--- config.mk ---
export PLATFORM = sky130hd
export DESIGN_NAME = pipeline_controller
export DESIGN_NICKNAME = d
export VERILOG_FILES = /design/src/rtl/pipeline_controller.sv
export SDC_FILE = /design/constraint.sdc
export NUM_CORES = 1
export LEC_CHECK = 0
export CAP_MARGIN = 20
export CORE_MARGIN = 1.5
export CORE_UTILIZATION = 41
export DETAILED_ROUTE_END_ITERATION = 8
export PLACE_DENSITY = 0.84
export SETUP_SLACK_MARGIN = 0.05
export SLEW_MARGIN = 25
export SYNTH_ARGS = -nofsm -noshare
export SYNTH_HDL_FRONTEND = slang
export SYNTH_SLANG_ARGS = --single-unit
--- constraint.sdc ---
create_clock -name clk -period 7.2 [get_ports clk]
set_input_delay 2.16 -clock clk [delete_from_list [all_inputs] [get_ports clk]]
set_output_delay 2.16 -clock clk [all_outputs]
set_load 0.01 [all_outputs]
--- src/rtl/pipeline_controller.sv ---
// pipeline_controller
//   Control unit for the 19-bit pipelined datapath. Decodes the ID-stage
//   instruction plus the C/Z flags into the datapath control word, and owns
//   hazard handling: flag-hazard stall (branch behind a flag writer), load-use
//   stall, and IF_ID flush on taken control transfers.
//
// Ports
//   clk, reset          clock, synchronous active-high reset
//   IF_ID_instruction   ID-stage instruction word
//   C, Z                architectural carry / zero flags
//   mem_write           STM store enable
//   reg_write           register-file write enable
//   push, pop           stack push (JSB) / pop (RET)
//   alu_use_carry       ALU carry-in taken from C
//   alu_op              ALU operation
//   pc_mux              00 pc+1, 01 pc+offset, 10 absolute, 11 stack_out
//   reg_write_mux       00 ALU, 01 shifter, 10 memory
//   alu_in_mux          1 = immediate operand
//   reg_B_mux           1 = read port B addressed by [13:11]
//   select_c, select_z  1 = flag sourced from shifter
//   write_c, write_z    flag update enables
//   stall               hold PC and IF_ID
//   flush               zero IF_ID on next edge
module pipeline_controller #(
    parameter int unsigned INST_W        = 19,
    parameter bit          LOAD_STALL_EN = 1'b1
) (
    input  logic              clk,
    input  logic              reset,
    input  logic [INST_W-1:0] IF_ID_instruction,
    input  logic              C,
    input  logic              Z,
    output logic              mem_write,
    output logic              reg_write,
    output logic              push,
    output logic              pop,
    output logic              alu_use_carry,
    output logic [2:0]        alu_op,
    output logic [1:0]        pc_mux,
    output logic [1:0]        reg_write_mux,
    output logic              alu_in_mux,
    output logic              reg_B_mux,
    output logic              select_c,
    output logic              select_z,
    output logic              write_c,
    output logic              write_z,
    output logic              stall,
    output logic              flush
);

    typedef enum logic {RUN, STALL} state_t;

    state_t     state, state_next;

    // Shadow of the word issued to ID_EX
    logic       ex_wflags;
    logic       ex_load;
    logic [2:0] ex_rd;

    logic [2:0] rd, rs, rt;
    logic       valid, is_branch, is_ldm, cond_true;
    logic       reads_rs, reads_rt, reads_rd;
    logic       flag_hz, load_hz, hazard;

    // Immediate/offset low bits belong to the datapath only.
    logic       unused_imm_bits;
    assign unused_imm_bits = ^IF_ID_instruction[4:0];

    assign rd = IF_ID_instruction[13:11];
    assign rs = IF_ID_instruction[10:8];
    assign rt = IF_ID_instruction[7:5];

    always_comb begin
        mem_write     = 1'b0;
        reg_write     = 1'b0;
        push          = 1'b0;
        pop           = 1'b0;
        alu_use_carry = 1'b0;
        alu_op        = '0;
        pc_mux        = '0;
        reg_write_mux = '0;
        alu_in_mux    = 1'b0;
        reg_B_mux     = 1'b0;
        select_c      = 1'b0;
        select_z      = 1'b0;
        write_c       = 1'b0;
        write_z       = 1'b0;
        stall         = 1'b0;
        flush         = 1'b0;
        valid         = 1'b0;
        is_branch     = 1'b0;
        is_ldm        = 1'b0;
        cond_true     = 1'b0;
        reads_rs      = 1'b0;
        reads_rt      = 1'b0;
        reads_rd      = 1'b0;
        flag_hz       = 1'b0;
        load_hz       = 1'b0;
        hazard        = 1'b0;
        state_next    = RUN;

        // The all-zero word is the bubble, even though it looks like an R-type ADD.
        if (IF_ID_instruction != '0) begin
            if (!IF_ID_instruction[18]) begin
                // R-type ([17]=0) and immediate ([17]=1) ALU
                valid         = 1'b1;
                alu_op        = IF_ID_instruction[16:14];
                reg_write     = 1'b1;
                write_c       = 1'b1;
                write_z       = 1'b1;
                alu_use_carry = (IF_ID_instruction[16:14] == 3'b001) ||
                                (IF_ID_instruction[16:14] == 3'b011);
                alu_in_mux    = IF_ID_instruction[17];
                reads_rs      = 1'b1;
                reads_rt      = !IF_ID_instruction[17];
            end else begin
                case (IF_ID_instruction[17:16])
                    2'b00: begin
                        if (!IF_ID_instruction[15]) begin
                            valid      = 1'b1;
                            alu_in_mux = 1'b1;
                            reads_rs   = 1'b1;
                            if (!IF_ID_instruction[14]) begin
                                is_ldm        = 1'b1;
                                reg_write     = 1'b1;
                                reg_write_mux = 2'b10;
                            end else begin
                                mem_write = 1'b1;
                                reg_B_mux = 1'b1;
                                reads_rd  = 1'b1;
                            end
                        end
                    end
                    2'b01: begin
                        valid     = 1'b1;
                        is_branch = 1'b1;
                        case (IF_ID_instruction[15:14])
                            2'b00:   cond_true = Z;
                            2'b01:   cond_true = !Z;
                            2'b10:   cond_true = C;
                            default: cond_true = !C;
                        endcase
                        if (cond_true) begin
                            pc_mux = 2'b01;
                            flush  = 1'b1;
                        end
                    end
                    2'b10: begin
                        valid         = 1'b1;
                        reg_write     = 1'b1;
                        reg_write_mux = 2'b01;
                        write_c       = 1'b1;
                        write_z       = 1'b1;
                        select_c      = 1'b1;
                        select_z      = 1'b1;
                        reads_rs      = 1'b1;
                    end
                    default: begin
                        case (IF_ID_instruction[15:14])
                            2'b00: begin
                                valid  = 1'b1;
                                pc_mux = 2'b10;
                                flush  = 1'b1;
                            end
                            2'b01: begin
                                valid  = 1'b1;
                                pc_mux = 2'b10;
                                push   = 1'b1;
                                flush  = 1'b1;
                            end
                            2'b10: begin
                                valid  = 1'b1;
                                pc_mux = 2'b11;
                                pop    = 1'b1;
                                flush  = 1'b1;
                            end
                            default: ;
                        endcase
                    end
                endcase
            end
        end

        flag_hz = is_branch && ex_wflags;
        load_hz = LOAD_STALL_EN && ex_load &&
                  ((reads_rs && (rs == ex_rd)) ||
                   (reads_rt && (rt == ex_rd)) ||
                   (reads_rd && (rd == ex_rd)));
        // The bubble issued while stalling clears the shadow, so a hazard can
        // never hold for two cycles; the STALL state makes that explicit.
        hazard  = (state == RUN) && (flag_hz || load_hz);

        if (hazard) begin
            mem_write     = 1'b0;
            reg_write     = 1'b0;
            push          = 1'b0;
            pop           = 1'b0;
            alu_use_carry = 1'b0;
            alu_op        = '0;
            pc_mux        = '0;
            reg_write_mux = '0;
            alu_in_mux    = 1'b0;
            reg_B_mux     = 1'b0;
            select_c      = 1'b0;
            select_z      = 1'b0;
            write_c       = 1'b0;
            write_z       = 1'b0;
            flush         = 1'b0;
            stall         = 1'b1;
            state_next    = STALL;
        end
    end

    always_ff @(posedge clk) begin
        if (reset) begin
            state     <= RUN;
            ex_wflags <= 1'b0;
            ex_load   <= 1'b0;
            ex_rd     <= '0;
        end else begin
            state     <= state_next;
            ex_wflags <= write_c | write_z;
            ex_load   <= is_ldm && !hazard;
            ex_rd     <= (valid && !hazard) ? rd : '0;
        end
    end

endmodule

==> results of run 1 <==
[state kept, by name, summed over array words and instances (netlist names)]
signal and cells:
ex_rd 3, state 1, ex_wflags 1, ex_load 1
[cells in the mapped netlist, types with 2 or more instances]
library cell               number  area [um2]
sky130_fd_sc_hd__and2_1         3        18.8
sky130_fd_sc_hd__and3_1         4        25.0
sky130_fd_sc_hd__and4_1         2        17.5
sky130_fd_sc_hd__and4b_1        2        20.0
sky130_fd_sc_hd__buf_2          2        10.0
sky130_fd_sc_hd__buf_4          3        22.5
sky130_fd_sc_hd__clkbuf_1       2        7.51
sky130_fd_sc_hd__dfxtp_1        6         120
sky130_fd_sc_hd__ha_1           5        62.6
sky130_fd_sc_hd__inv_1          6        22.5
sky130_fd_sc_hd__mux2i_1        2        20.0
sky130_fd_sc_hd__nand2_1        5        18.8
sky130_fd_sc_hd__nand3_1        2        10.0
sky130_fd_sc_hd__nor2_1         9        33.8
sky130_fd_sc_hd__nor2b_1        2        12.5
sky130_fd_sc_hd__nor3_1         7        35.0
sky130_fd_sc_hd__nor4_1         4        25.0
sky130_fd_sc_hd__o21ai_0        2        10.0
sky130_fd_sc_hd__or2_2          3        18.8
sky130_fd_sc_hd__xnor2_1        7        61.3
sky130_fd_sc_hd__xor2_1         3        26.3
[metrics by stage]
step | instance area (um2) | util | hold WS (ns) | std cells | worst slack (ns)
finish | 1240 | 0.705 | 0.845 | 163 | 0.203
detailed placement | 1200 | 0.682 | 0.840 | 159 | 0.0698
CTS | 1220 | 0.694 | 0.845 | 162 | 0.0692
global route | 1240 | 0.705 | 0.908 | 163 | 0.0701
global placement | 1200 | 0.682 | 0.813 | 159 | 0.203
floorplan | 787 | - | 0.702 | 98 | 1.11
[final cells by class]
cell class	instances	area (um2)	share of cell area
Clock buffer	3	22.5	0.0181
Inverter	6	22.5	0.0181
Multi-Input combinational cell	78	602	0.484
Sequential cell	6	120	0.0966
Tap cell	25	31.3	0.0252
Timing Repair Buffer	45	445	0.358
[per-layer routing]
layer,global-route usage,share of wire,vias up,wire [um]
met2,0.370,0.50,33,1150
met1,0.291,0.45,431,1050
met4,0.0722,0.0044,0,10
li1,-,-,430,-
met5,0,0,-,0
met3,0.0615,0.040,2,93
[cell families (layout without fill, tap and decap cells)]
| logic type | Yosys count | count (layout) | synth area share |
|---|---|---|---|
| AOI/OAI and AO/OA | 11 | 11 | 0.149 |
| xor gates and xnor gates | 10 | 10 | 0.111 |
| adders and majority gates | 5 | 5 | 0.0795 |
| buffers and inverters | 14 | 54 | 0.0938 |
| DFF | 6 | 6 | 0.153 |
| muxes | 2 | 2 | 0.0254 |
| and+or+nand+nor | 50 | 50 | 0.388 |
[critical path: stages]
cell and delay, ns:
sky130_fd_sc_hd__clkdlybuf4s50_1 0.54, sky130_fd_sc_hd__inv_2 0.09, sky130_fd_sc_hd__ha_1 0.22, sky130_fd_sc_hd__nand2b_1 0.18, sky130_fd_sc_hd__o2111ai_2 0.23, sky130_fd_sc_hd__a311oi_4 0.16, sky130_fd_sc_hd__buf_4 0.17, sky130_fd_sc_hd__a2111oi_0 0.45
sky130_fd_sc_hd__clkdlybuf4s50_1 0.63
[what timing repair did]
item,CTS,global route
endpoints found under the setup margin,0,15
resized for setup,0,4
buffers inserted,0,1
[report_power, final]
group	leakage [nW]	internal [mW]	switching, mW	total [mW]
Clock	0.0138	0.0190	0.0142	0.0331
Combinational	0.449	0.0315	0.0245	0.0560
Sequential	0.0494	0.0350	0.00165	0.0367
[how the worst max path moves through the flow]
stage | endpoint | slack (ns) | cells after the start
3_5_place_dp | write_c | 0.07 | 9
5_1_grt | pop | 0.07 | 9
4_1_cts | write_c | 0.07 | 9
2_1_floorplan | pop | 1.11 | 6
3_3_place_gp | reg_write | 0.20 | 9
6_report | pop | 0.20 | 9
==> metrics.cfg, run 1 <==
[run_status]
outcome = finished, final reports clean

[flow_run]
drv.max_cap_violation_count = 0

[setup_path]
crit_type = in2out
worstSetupStartpoint = IF_ID_instruction[16]
worst-path-max-fanout = 4
critical_path.endpoint_type = primary output
startpoint_of_the_worst_slack_reg_to_reg_timing_path = ex_rd[0]$_SDFF_PP0_
worstPathRequired_ns = 5.04
reg2reg_setup_slack_ns = 5.18
r2r_cells = 6
worst-endpoint-arrival_ns = 4.84
worst_r2r_end = ex_rd[0]$_SDFF_PP0_
critPathLaunchType = primary input

[sta]
timing.final.crit_share = 0.972
drv_slew = 0
grt_setup_unrepaired = no
finalWorstPathRequiredPeriod_ns = 7.00
tightest_slew_ns = 0.432
clock_skew_ns = 0.00915
finalHoldViolCount = 0
setup_viol = 0
setup_tns_ns = 0
slew_headroom = 0.705
maxClockFrequency_mhz = 143

[clock_tree]
clk_transition_reported_paths_ns = 0.05
cts_tree = yes
ctsRootBufferMaster = sky130_fd_sc_hd__clkbuf_4
cts_made_buffers = 3
htree_levels = 1
cts.sinks = 6
cts_hold_repair.buffers = 0
clk_latency_ns = 0.26
clock_tree.buffer_depth = 2

[synth]
yosys_register_bits = 6
synthesis.area_per_instance_um2 = 8.03
dominantRegCellSynth = sky130_fd_sc_hd__dfxtp_1
synthesis.yosys.warnings = 0
synth-seq-area-share = 0.153
synth_edf_count = 0
post_synth_instance_area_um2 = 787
syn_nets = 126
async_reset_ff_frac = 0
netlist_instances = 98
synthDistinctLibCells = 38

[floorplanning]
width_of_the_die_um = 46.8
die-area_um2 = 2190
num_io_pins = 43
fp-row-count = 15
core_um2 = 1760
die_h_um = 46.8
initial_utilization = 0.446

[final_layout]
area_growth_syn_to_layout_pct = 58.0
post_route_cells_drive_above_1_share = 0.116
n_fill_cell = 146
antenna_cells = 0
fin_nets = 168
mostFrequentLayoutCell = sky130_fd_sc_hd__clkdlybuf4s50_1
most-common-layout-cells = 41 x sky130_fd_sc_hd__clkdlybuf4s50_1, 9 x sky130_fd_sc_hd__nor2_1, 7 x sky130_fd_sc_hd__nor3_1, 7 x sky130_fd_sc_hd__xnor2_1, 6 x sky130_fd_sc_hd__dfxtp_1

[power_and_ir_drop]
power-per-cell-area_nw_per_um2 = 101
post-layout-total-power_mw = 0.126
leakagePower_nw = 0.512
ir_drop_mv = 0.0708

[min_path]
whs_endpoint = state$_SDFF_PP0_
min_path_cells = 4
holdCritPathClass = reg2reg
hold_path.startpoint = ex_load$_SDFF_PP0_

[routing]
drt-initial-drc-count = 26
first_pass_iters = 4
avgViaCountPerCell = 5.50
route.detailed.drc = 0
wl_per_cell_um = 14.1
wirelength_mm = 2.30
dr_total_vias = 896
ant_nets = 0

[placement]
io_buffers = 42
detailed_place_hpwl_mm = 1.85
gp_congestion = 0.836

[global_routing]
first_global_vias = 827
antenna_found_initial = 0
global_route.usage.total = 0.227
global_route.overflow_total = 0
grt_start_max_net_pins = 12
first_pass_grt_wire_length_mm = 3.51

Power figures use the tool's default switching activity.
==> run 2: changes to the inputs <==
--- a/config.mk
+++ b/config.mk
@@ -5,6 +5,7 @@
 export SDC_FILE = /design/constraint.sdc
 export NUM_CORES = 1
 export LEC_CHECK = 0
+export ABC_CLOCK_PERIOD_IN_PS = 7200
 export CAP_MARGIN = 20
 export CORE_MARGIN = 1.5
 export CORE_UTILIZATION = 41
==> results of run 2 <==
No change in the layout: final DEF, timing and power equal those of run 1.
==> run 3: changes to the inputs <==
--- a/config.mk
+++ b/config.mk
@@ -9,6 +9,7 @@
 export CAP_MARGIN = 20
 export CORE_MARGIN = 1.5
 export CORE_UTILIZATION = 41
+export CTS_CLUSTER_SIZE = 30
 export DETAILED_ROUTE_END_ITERATION = 8
 export PLACE_DENSITY = 0.84
 export SETUP_SLACK_MARGIN = 0.05
==> results of run 3 <==
No change in the layout: final DEF, timing and power equal those of run 1.
